$ cat src/rtl/note_sequencer_if.sv
// Control/table-load and tone-generator signals of the melody sequencer.
// The controller side is the master; the sequencer itself is the slave.
interface note_sequencer_if #(
  parameter int DIV_W  = 15,
  parameter int DUR_W  = 8,
  parameter int ADDR_W = 5
);
  logic                     wr_en;
  logic [ADDR_W-1:0]        wr_addr;
  logic [DIV_W+DUR_W:0]     wr_data;
  logic                     start;
  logic                     stop;
  logic                     loop;
  logic                     busy;
  logic                     done;
  logic [DIV_W-1:0]         note_div;
  logic                     tone_en;
  logic [ADDR_W-1:0]        note_idx;

  modport master (
    output wr_en, wr_addr, wr_data, start, stop, loop,
    input  busy, done, note_div, tone_en, note_idx
  );

  modport slave (
    input  wr_en, wr_addr, wr_data, start, stop, loop,
    output busy, done, note_div, tone_en, note_idx
  );
endinterface

$ cat src/rtl/note_sequencer.sv
// Melody sequencer: plays a note table entry by entry, driving the divider and
// tone enable of the square-wave generator, with an articulation gap per note.
module note_sequencer #(
  parameter int TICK_DIV  = 12000,
  parameter int GAP_TICKS = 10,
  parameter int DIV_W     = 15,
  parameter int DUR_W     = 8,
  parameter int ADDR_W    = 5
) (
  input logic             clk,
  input logic             rst,
  note_sequencer_if.slave bus
);

  localparam int DEPTH   = 1 << ADDR_W;
  localparam int ENTRY_W = 1 + DIV_W + DUR_W;
  localparam int PRESC_W = (TICK_DIV > 1) ? $clog2(TICK_DIV) : 1;
  localparam int GAP_W   = (GAP_TICKS > 0) ? $clog2(GAP_TICKS + 1) : 1;
  localparam int CNT_W   = (DUR_W > GAP_W) ? DUR_W : GAP_W;

  typedef enum logic [2:0] {
    ST_IDLE  = 3'd0,
    ST_FETCH = 3'd1,
    ST_LOAD  = 3'd2,
    ST_PLAY  = 3'd3,
    ST_GAP   = 3'd4
  } state_t;

  state_t               state_r;
  logic [ENTRY_W-1:0]   mem_r [DEPTH];
  logic [ENTRY_W-1:0]   ram_q_r;
  logic [ADDR_W-1:0]    idx_r;
  logic                 last_r;
  logic [CNT_W-1:0]     cnt_r;
  logic [PRESC_W-1:0]   presc_r;
  logic                 busy_r;
  logic                 done_r;
  logic                 tone_en_r;
  logic [DIV_W-1:0]     note_div_r;

  logic                 q_last_s;
  logic [DIV_W-1:0]     q_div_s;
  logic [DUR_W-1:0]     q_dur_s;
  logic                 entry_last_s;
  logic                 tick_wrap_s;
  logic                 cnt_end_s;
  logic                 adv_now_s;
  logic                 adv_fetch_s;
  logic [ADDR_W-1:0]    adv_idx_s;

  // Note table: synchronous read, so a same-cycle write to the fetched address returns old data.
  always_ff @(posedge clk) begin
    if (bus.wr_en) begin
      mem_r[bus.wr_addr] <= bus.wr_data;
    end
    ram_q_r <= mem_r[idx_r];
  end

  // Entry decode, tick timing and where playback goes once the current entry is finished.
  always_comb begin
    q_last_s     = ram_q_r[ENTRY_W-1];
    q_div_s      = ram_q_r[DUR_W +: DIV_W];
    q_dur_s      = ram_q_r[DUR_W-1:0];
    entry_last_s = (state_r == ST_LOAD) ? q_last_s : last_r;
    tick_wrap_s  = (presc_r == PRESC_W'(TICK_DIV - 32'sd1));
    cnt_end_s    = tick_wrap_s && (cnt_r == CNT_W'(1));
    adv_now_s    = 1'b0;
    case (state_r)
      ST_LOAD: adv_now_s = (q_dur_s == {DUR_W{1'b0}});
      ST_PLAY: adv_now_s = cnt_end_s && (GAP_TICKS == 32'sd0);
      ST_GAP:  adv_now_s = cnt_end_s;
      default: adv_now_s = 1'b0;
    endcase
    if (!entry_last_s) begin
      adv_fetch_s = 1'b1;
      adv_idx_s   = idx_r + ADDR_W'(1);
    end else if (bus.loop) begin
      adv_fetch_s = 1'b1;
      adv_idx_s   = {ADDR_W{1'b0}};
    end else begin
      adv_fetch_s = 1'b0;
      adv_idx_s   = idx_r;
    end
  end

  // Playback FSM with registered outputs; stop beats both start and advance.
  always_ff @(posedge clk) begin
    if (rst) begin
      state_r    <= ST_IDLE;
      idx_r      <= {ADDR_W{1'b0}};
      last_r     <= 1'b0;
      cnt_r      <= {CNT_W{1'b0}};
      presc_r    <= {PRESC_W{1'b0}};
      busy_r     <= 1'b0;
      done_r     <= 1'b0;
      tone_en_r  <= 1'b0;
      note_div_r <= {DIV_W{1'b0}};
    end else if (bus.stop && (state_r != ST_IDLE)) begin
      state_r    <= ST_IDLE;
      busy_r     <= 1'b0;
      done_r     <= 1'b0;
      tone_en_r  <= 1'b0;
      note_div_r <= {DIV_W{1'b0}};
    end else begin
      done_r <= 1'b0;
      case (state_r)
        ST_IDLE: begin
          if (bus.start && !bus.stop) begin
            state_r <= ST_FETCH;
            idx_r   <= {ADDR_W{1'b0}};
            busy_r  <= 1'b1;
          end
        end
        ST_FETCH: state_r <= ST_LOAD;
        ST_LOAD: begin
          last_r  <= q_last_s;
          presc_r <= {PRESC_W{1'b0}};
          cnt_r   <= CNT_W'(q_dur_s);
          if (!adv_now_s) begin
            state_r    <= ST_PLAY;
            note_div_r <= q_div_s;
            tone_en_r  <= (q_div_s != {DIV_W{1'b0}});
          end
        end
        ST_PLAY, ST_GAP: begin
          presc_r <= tick_wrap_s ? {PRESC_W{1'b0}} : presc_r + PRESC_W'(1);
          if (tick_wrap_s) begin
            cnt_r <= cnt_r - CNT_W'(1);
          end
          if (cnt_end_s) begin
            note_div_r <= {DIV_W{1'b0}};
            tone_en_r  <= 1'b0;
          end
          // The same counter times the gap once the note itself has run out.
          if (cnt_end_s && (state_r == ST_PLAY) && (GAP_TICKS != 32'sd0)) begin
            state_r <= ST_GAP;
            cnt_r   <= CNT_W'(GAP_TICKS);
            presc_r <= {PRESC_W{1'b0}};
          end
        end
        default: begin
          state_r    <= ST_IDLE;
          busy_r     <= 1'b0;
          tone_en_r  <= 1'b0;
          note_div_r <= {DIV_W{1'b0}};
        end
      endcase
      if (adv_now_s) begin
        state_r <= adv_fetch_s ? ST_FETCH : ST_IDLE;
        idx_r   <= adv_idx_s;
        busy_r  <= adv_fetch_s;
        done_r  <= !adv_fetch_s;
      end
    end
  end

  assign bus.busy     = busy_r;
  assign bus.done     = done_r;
  assign bus.tone_en  = tone_en_r;
  assign bus.note_div = note_div_r;
  assign bus.note_idx = idx_r;

endmodule

$ cat src/flat_wrapper.sv
// flat-port wrapper written by rule: the top's interface ports become plain ports
module note_sequencer_flat 
#(
  parameter int TICK_DIV  = 12000,
  parameter int GAP_TICKS = 10,
  parameter int DIV_W     = 15,
  parameter int DUR_W     = 8,
  parameter int ADDR_W    = 5
)
  (clk, rst, bus_wr_en, bus_wr_addr, bus_wr_data, bus_start, bus_stop, bus_loop, bus_busy, bus_done, bus_note_div, bus_tone_en, bus_note_idx);
  note_sequencer_if #(.DIV_W(DIV_W), .DUR_W(DUR_W), .ADDR_W(ADDR_W)) bus_i ();
  input logic clk;
  input logic rst;
  input wire logic [$bits(bus_i.wr_en)-1:0] bus_wr_en;
  input wire logic [$bits(bus_i.wr_addr)-1:0] bus_wr_addr;
  input wire logic [$bits(bus_i.wr_data)-1:0] bus_wr_data;
  input wire logic [$bits(bus_i.start)-1:0] bus_start;
  input wire logic [$bits(bus_i.stop)-1:0] bus_stop;
  input wire logic [$bits(bus_i.loop)-1:0] bus_loop;
  output wire logic [$bits(bus_i.busy)-1:0] bus_busy;
  output wire logic [$bits(bus_i.done)-1:0] bus_done;
  output wire logic [$bits(bus_i.note_div)-1:0] bus_note_div;
  output wire logic [$bits(bus_i.tone_en)-1:0] bus_tone_en;
  output wire logic [$bits(bus_i.note_idx)-1:0] bus_note_idx;
  assign bus_i.wr_en = bus_wr_en;
  assign bus_i.wr_addr = bus_wr_addr;
  assign bus_i.wr_data = bus_wr_data;
  assign bus_i.start = bus_start;
  assign bus_i.stop = bus_stop;
  assign bus_i.loop = bus_loop;
  assign bus_busy = bus_i.busy;
  assign bus_done = bus_i.done;
  assign bus_note_div = bus_i.note_div;
  assign bus_tone_en = bus_i.tone_en;
  assign bus_note_idx = bus_i.note_idx;
  note_sequencer #(.TICK_DIV(TICK_DIV), .GAP_TICKS(GAP_TICKS), .DIV_W(DIV_W), .DUR_W(DUR_W), .ADDR_W(ADDR_W)) u_core (.clk(clk), .rst(rst), .bus(bus_i));
endmodule
$ cat config.mk
export PLATFORM = sky130hd
export DESIGN_NAME = note_sequencer_flat
export DESIGN_NICKNAME = d
export VERILOG_FILES = /design/src/rtl/note_sequencer_if.sv /design/src/rtl/note_sequencer.sv /design/src/flat_wrapper.sv
export SDC_FILE = /design/constraint.sdc
export NUM_CORES = 1
export LEC_CHECK = 0
export CAP_MARGIN = 40
export CORE_ASPECT_RATIO = 0.5
export CORE_MARGIN = 2
export CORE_UTILIZATION = 25
export DETAILED_ROUTE_END_ITERATION = 10
export GPL_TIMING_DRIVEN = 1
export SYNTH_ARGS = -nofsm -noshare
export SYNTH_HDL_FRONTEND = slang
export SYNTH_SLANG_ARGS = --single-unit
export TNS_END_PERCENT = 20
$ cat constraint.sdc
create_clock -name clk -period 7.5 [get_ports clk]
set_input_delay 1.5 -clock clk [delete_from_list [all_inputs] [get_ports clk]]
set_output_delay 1.5 -clock clk [all_outputs]
set_load 0.02 [all_outputs]
==> flow_metrics.tcl, run 1 <==
set metrics [dict create \
    cts_tree "done" \
    antennaDiodeCount 0 \
    power_switching_mw 2.04 \
    power.share.sequential_pct 53.6 \
    grt_remaining_overflow 0 \
    mappedNetlistArea_um2 32500 \
    yosysWarningCount 0 \
    internal_power_mw 7.67 \
    syn_nets 1550 \
    design.die.area_um2 133000 \
    post-dp-hpwl_um 47200 \
    worstPathBufferInverterCount 2 \
    final_layout_size_suffix_gt1_share_pct 28.4 \
    rsz0062_at_grt "no" \
    routed-via-count 15700 \
    io_pins 58 \
    synth_edf_count 768 \
    clockRootBuffer "sky130_fd_sc_hd__clkbuf_16" \
    run_status "finished, final reports clean" \
    gr-usage-met3_pct 2.25 \
    grt_busiest_layer "met1" \
    detail_route.drc_violations 0 \
    avgSynthCellArea_um2 21.5 \
    netSwitchingFraction_pct 21.0 \
    clk_path_buf_depth 3 \
    p_clk_share_pct 43.2 \
    finalWeightedCongestion 0.778 \
    end_kind "output pin" \
    max_cap_viol_count 0 \
    die_height_um 259 \
    global_route_usage_sum_pct 11.4 \
    crit_type "reg2out" \
    global_route.usage.met1_pct 17.4 \
    ir_drop_mv 0.169 \
    cts.reportedPaths.clkPinSlew_ns 0.06 \
    synth-main-ff-cell "sky130_fd_sc_hd__edfxtp_1" \
    combinationalPowerShare_pct 3.2 \
    detail_route.first_pass.iterations 5 \
    area_growth_pct 17.6 \
    synth_cells 1511 \
    slowest_library_cell_on_the_worst_path "sky130_fd_sc_hd__dfxtp_4" \
    cts-buffers-inserted 85 \
    cts_hold_buf 0 \
    placementRows 93 \
    initial_core_util_pct 25.2 \
    period_share_pct 55.7 \
    grt_pass1_wl_um 111000 \
    critical_path_arrival_ns 2.68 \
    routed_via_density 4.63 \
    final_area_um2 38200 \
    total_leakage_power_nw 11.1 \
    max_clock_freq_mhz 239 \
    finish.net_count 1646 \
    htree_levels 3 \
    clock_skew_ns 0.0499 \
    power-per-cell-area_nw_per_um2 254 \
    placed_cell_area_um2 35500 \
    worstMarginPinSlew_ns 1.04 \
    worstHoldPathCells 2 \
    synth.lib_cells_used.distinct 61 \
    worstHoldPathType "reg2reg" \
    yosys_register_bits 841 \
    grt_max_degree 118 \
    number_of_global_route_vias_before_repair 15300 \
    reg2regPathDepth 4 \
    antenna_found_initial 11 \
    timing.setup.tns_ns 0 \
    detailedRoute.firstIterationViolations 1816 \
    fillCellCount 12400 \
    setup.reg_to_reg.worst_slack_ns 3.96 \
    origin_of_the_critical_flop_to_flop_path "u_core.bus.note_idx[0]" \
    timing.critical_path.from_type "flop" \
    worst-path-max-fanout 49 \
    post-cts-setup-buffers 0 \
    cpLargestDelayFamily "buffers and inverters" \
    report.final.hold_viol_count 0 \
    clock_sinks 841 \
    timing.critical_path.cells "buf_12 > clkdlybuf4s50_1" \
    wl_per_cell_um 22.9 \
    routed_wl_um 77500 \
    ant_nets 0 \
    final.min_clock_period_ns 4.18 \
    worst_r2r_endpoint "u_core.ram_q_r[11]" \
    required_ns 6.00 \
    dieWidth_um 514 \
    worst_skew_pair.late_latency_ns 0.65 \
    synth.yosys.seq_area_share_pct 75.4 \
    final-setup-viol-count 0 \
    critPathMaxStageDelay_ns 0.84 \
    placeableCoreArea_um2 129000 \
    postCtsResizedCells 0 \
    grt_use_met2_pct 16.7 \
    placement.io_buffers 57 \
    drv_slew 0 \
    min_delay_worst_endpoint "u_core.bus.note_div[3]" \
    timing.max_slew.rel_slack_pct 30.7 \
    whs_ns 0.467 \
    asyncSetResetFlopFracSynth_pct 0 \
    min-delay-start "u_core.bus.note_div[3]" \
]
[per-layer routing]
| metal | up-vias | share of wire [%] | wire length, µm |
|---|---|---|---|
| met5 | - | 0.068 | 53 |
| met4 | 8 | 2.1 | 1610 |
| met3 | 121 | 7.6 | 5930 |
| met2 | 583 | 44 | 33800 |
| met1 | 8371 | 47 | 36100 |
| li1 | 6597 | - | - |
[sequential cells by signal (all words and copies together) (netlist names)]
name,count
u_core.presc_r,14
u_core.bus.tone_en,1
u_core.state_r,3
u_core.last_r,1
u_core.bus.note_idx,5
u_core.cnt_r,8
u_core.mem_r,768
u_core.bus.done,1
u_core.bus.note_div,15
u_core.bus.busy,1
u_core.ram_q_r,24
[placed cells by master (no fill, tap or decap), types with 5 or more instances in the layout]
cell type,Yosys,final
sky130_fd_sc_hd__clkdlybuf4s50_1,0,47
sky130_fd_sc_hd__a211oi_1,5,5
sky130_fd_sc_hd__nor3_1,13,13
sky130_fd_sc_hd__o21ai_0,17,17
sky130_fd_sc_hd__nor2_4,0,32
sky130_fd_sc_hd__nand4_1,11,11
sky130_fd_sc_hd__xor2_1,7,7
sky130_fd_sc_hd__dfxtp_1,73,68
sky130_fd_sc_hd__buf_2,10,11
sky130_fd_sc_hd__bufinv_16,0,7
sky130_fd_sc_hd__inv_1,6,6
sky130_fd_sc_hd__nand3_1,32,32
sky130_fd_sc_hd__edfxtp_1,768,768
sky130_fd_sc_hd__clkinv_2,0,14
sky130_fd_sc_hd__a21oi_1,36,36
sky130_fd_sc_hd__mux4_2,240,240
sky130_fd_sc_hd__o211ai_1,22,22
sky130_fd_sc_hd__nor2_1,64,32
sky130_fd_sc_hd__buf_4,13,21
sky130_fd_sc_hd__clkinv_1,1,13
sky130_fd_sc_hd__nand2_1,19,19
sky130_fd_sc_hd__a31oi_1,9,9
sky130_fd_sc_hd__mux2_2,24,24
sky130_fd_sc_hd__clkbuf_16,0,86
sky130_fd_sc_hd__nand3b_1,7,7
sky130_fd_sc_hd__clkbuf_1,42,21
sky130_fd_sc_hd__buf_16,0,7
[worst max-delay path by stage]
stage	from	to	slack (ns)	cells past startpoint
finish	u_core.bus.note_idx[0]	bus_note_idx[0]	3.32	2
global route	u_core.bus.note_idx[0]	bus_note_idx[0]	3.09	2
CTS	u_core.bus.note_idx[0]	bus_note_idx[0]	3.18	2
detailed placement	bus_wr_en	u_core.mem_r[0][0]	3.49	3
global placement	bus_wr_addr[0]	u_core.mem_r[5][0]	3.17	3
floorplan	bus_wr_addr[1]	u_core.mem_r[12][0]	3.91	3
[tightest hold or removal path: stages (launching register included)]
cell,delay [ns]
sky130_fd_sc_hd__dfxtp_1,0.31
sky130_fd_sc_hd__nand3_1,0.06
sky130_fd_sc_hd__a21oi_1,0.05
[cell usage after synthesis (all sizes together) (5+ instances only)]
master	number	area share, %
nand3	32	0.49
nor3	13	0.20
mux4	240	17
or3b	6	0.16
mux2	24	0.83
o211ai	22	0.51
dfxtp	73	4.5
a31oi	9	0.17
inv	6	0.069
edfxtp	768	71
nand3b	7	0.16
xor2	7	0.19
o21ai	19	0.29
a211oi	5	0.12
nand4	11	0.21
clkbuf	42	0.48
nor4	5	0.14
a21oi	37	0.58
nand2	19	0.22
nor2	64	0.74
buf	38	0.72
[power groups by stage]
stage | logic (mW) | clock network (mW) | registers [mW]
3_3_place_gp | 0.298 | 0 | 5.30
5_1_grt | 0.339 | 4.45 | 5.21
2_1_floorplan | 0.143 | 0 | 5.29
6_report | 0.315 | 4.19 | 5.20
3_5_place_dp | 0.315 | 0 | 5.30
4_1_cts | 0.315 | 4.26 | 5.20
[kinds of logic (layout without fill, tap and decap cells)]
family	after synthesis	after routing	synth area share, %
AO/OA/AOI/OAI	121	121	2.48
adder cells (fa/ha/maj)	4	4	0.154
XOR/XNOR	8	8	0.215
AND/OR/NAND/NOR	183	183	2.91
buffers and inverters	87	249	1.29
multiplexers	267	267	17.5
flip-flops	841	841	75.4
[through the flow]
step                utilization (%)  setup WS, ns  total power [mW]  std cells
global placement               27.3          3.17              5.60       3220
global route                   29.7          3.09              9.99       3383
CTS                            29.7          3.18              9.78       3383
detailed placement             27.5          3.49              5.62       3230
finish                         29.7          3.32              9.71       3383
floorplan                         -          3.91              5.44       1511
[cell type report]
class                   instances  area, µm²  area share [%]
well taps                    1710       2140            5.60
repair buffers                 89        936            2.45
flip-flops and latches        841      24500            64.2
clock buffers                 111       2290            5.98
clock inverters                42        482            1.26
inverters                       7       26.3          0.0687
multi-input cells             583       7820            20.5
Power figures use the tool's default switching activity.
==> run 2, diff against run 1 <==
clock period = 4 ns   (was 7.5 ns; I/O delays follow)
==> flow_metrics.tcl, run 2 (synthesis gave the netlist of run 1 again) <==
set metrics [dict create \
    final_layout_size_suffix_gt1_share_pct 29.0 \
    design.die.area_um2 133000 \
    final.min_clock_period_ns 3.20 \
    p_clk_share_pct 42.1 \
    crit_type "reg2out" \
    detail_route.drc_violations 0 \
    finalWeightedCongestion 0.781 \
    detailedRoute.firstIterationViolations 1779 \
    ir_drop_mv 0.307 \
    routed_wl_um 78300 \
    mostFrequentLayoutCells "sky130_fd_sc_hd__edfxtp_1, sky130_fd_sc_hd__mux4_2, sky130_fd_sc_hd__clkbuf_16" \
    grt_max_degree 52 \
    clk_path_buf_depth 3 \
    final_common_cell "sky130_fd_sc_hd__edfxtp_1" \
    largest_register "u_core.mem_r" \
    grt_remaining_overflow 0 \
    global_route_usage_sum_pct 11.6 \
    report.final.hold_viol_count 0 \
    clock_skew_ns 0.0324 \
    netSwitchingFraction_pct 21.1 \
    power-per-cell-area_nw_per_um2 469 \
    cts_hold_buf 0 \
    combinationalPowerShare_pct 3.3 \
    cts_tree "done" \
    clockRootBuffer "sky130_fd_sc_hd__clkbuf_16" \
    largest_register_ff_count 768 \
    clock_sinks 841 \
    reg2regPathDepth 6 \
    placementRows 93 \
    postCtsResizedCells 0 \
    final-setup-viol-count 0 \
    post-dp-hpwl_um 49400 \
    worstHoldPathType "reg2reg" \
    worstHoldPathCells 2 \
    crit_cells 2 \
    required_ns 3.20 \
    cpLargestDelayFamily "buffers and inverters" \
    worstPathBufferInverterCount 2 \
    worst-path-max-fanout 41 \
    max_clock_freq_mhz 312 \
    placeableCoreArea_um2 129000 \
    htree_levels 3 \
    critical_path_arrival_ns 2.40 \
    max_cap_viol_count 0 \
    total_leakage_power_nw 11.1 \
    antenna_found_initial 8 \
    period_share_pct 80.1 \
    critPathMaxStageDelay_ns 0.76 \
    die_height_um 259 \
    slowest_library_cell_on_the_worst_path "sky130_fd_sc_hd__dfxtp_4" \
    wl_per_cell_um 23.0 \
    cts-buffers-inserted 81 \
    timing.setup.tns_ns 0 \
    detail_route.first_pass.iterations 7 \
    dieWidth_um 514 \
    routed_via_density 4.58 \
    timing.max_slew.rel_slack_pct 35.5 \
    area_growth_pct 17.1 \
    worstMarginPinSlew_ns 0.963 \
    run_status "finished, final reports clean" \
    power_switching_mw 3.77 \
    ant_nets 0 \
    rsz0062_at_grt "no" \
    fillCellCount 12500 \
    timing.critical_path.from_type "flop" \
    power.share.sequential_pct 54.6 \
    drv_slew 0 \
    cts.reportedPaths.clkPinSlew_ns 0.06 \
    routed-via-count 15600 \
    timing.critical_path.cells "buf_12 > clkdlybuf4s50_1" \
    placement.io_buffers 57 \
    internal_power_mw 14.1 \
    grt_pass1_wl_um 113000 \
    initial_core_util_pct 25.2 \
    end_kind "output pin" \
    finish.net_count 1659 \
    fin_util_pct 29.5 \
    post-cts-setup-buffers 0 \
    io_pins 58 \
    worst_skew_pair.late_latency_ns 0.64 \
    number_of_global_route_vias_before_repair 15700 \
    power_mw 17.9 \
]
run 2: cell types whose count changed in the layout (fill, tap and decap cells not counted), moves of 3 or more:
| cell | previous run | this run |
|---|---|---|
| sky130_fd_sc_hd__clkinv_1 | 13 | 23 |
| sky130_fd_sc_hd__clkbuf_1 | 21 | 15 |
| sky130_fd_sc_hd__buf_4 | 21 | 41 |
| sky130_fd_sc_hd__buf_16 | 7 | 0 |
| sky130_fd_sc_hd__clkbuf_16 | 86 | 83 |
| sky130_fd_sc_hd__clkdlybuf4s50_1 | 47 | 42 |
| sky130_fd_sc_hd__buf_2 | 11 | 15 |
| sky130_fd_sc_hd__buf_12 | 3 | 8 |
| sky130_fd_sc_hd__clkbuf_8 | 4 | 1 |
run 2: routing by layer:
| layer | vias to the layer above | global-route usage, % | wire length [µm] |
|---|---|---|---|
| li1 | 6628 | - | - |
| met4 | 2 | 3.03 | 1700 |
| met5 | - | 0 | 12 |
| met1 | 8320 | 15.5 | 32900 |
| met3 | 102 | 1.86 | 4890 |
| met2 | 522 | 19.6 | 38900 |
run 2: final timing paths:
check                                              end  slack, ns                   start
worst max-delay path                   bus_note_idx[1]       0.80  u_core.bus.note_idx[1]
worst min-delay path            u_core.bus.note_div[9]       0.47  u_core.bus.note_div[9]
worst max register to register         u_core.cnt_r[4]       1.20       u_core.state_r[2]
worst min register to register  u_core.bus.note_div[9]       0.47  u_core.bus.note_div[9]
run 2: power groups by stage:
stage	Clock (mW)	Combinational [mW]	Sequential, mW
after CTS	7.65	0.591	9.75
after global placement	0	0.575	9.94
final	7.52	0.585	9.75
after detailed placement	0	0.589	9.94
after global routing	7.97	0.633	9.76
after floorplan	0	0.268	9.92
run 2: stage by stage:
step | hold WS, ns | instances | setup slack (ns) | area [µm²]
3_3_place_gp | 0.456 | 3245 | 0.762 | 35500
4_1_cts | 0.469 | 3396 | 0.725 | 38100
2_1_floorplan | 0.432 | 1511 | 1.11 | 32500
6_report | 0.467 | 3398 | 0.798 | 38100
5_1_grt | 0.500 | 3396 | 0.690 | 38100
3_5_place_dp | 0.460 | 3247 | 0.702 | 35500
run 2: area by class of cell:
class	instances	area (µm²)	share of cell area, %
sequential	841	24500	64.4
multi-input combinational	583	7820	20.5
clock buffer	99	2150	5.64
tap	1710	2140	5.62
timing repair buffer	106	963	2.53
clock inverter	50	440	1.16
inverter	7	26.3	0.0690
antenna	2	5.00	0.0131
run 2: worst reg2reg max path, cell delays in order, from the launching register on:
cell                       delay [ns]
sky130_fd_sc_hd__dfxtp_1         0.73
sky130_fd_sc_hd__or3b_1          0.57
sky130_fd_sc_hd__a21oi_1         0.49
sky130_fd_sc_hd__o21ai_0         0.17
sky130_fd_sc_hd__buf_4           0.21
sky130_fd_sc_hd__o311ai_0        0.35
sky130_fd_sc_hd__o21ai_0         0.14
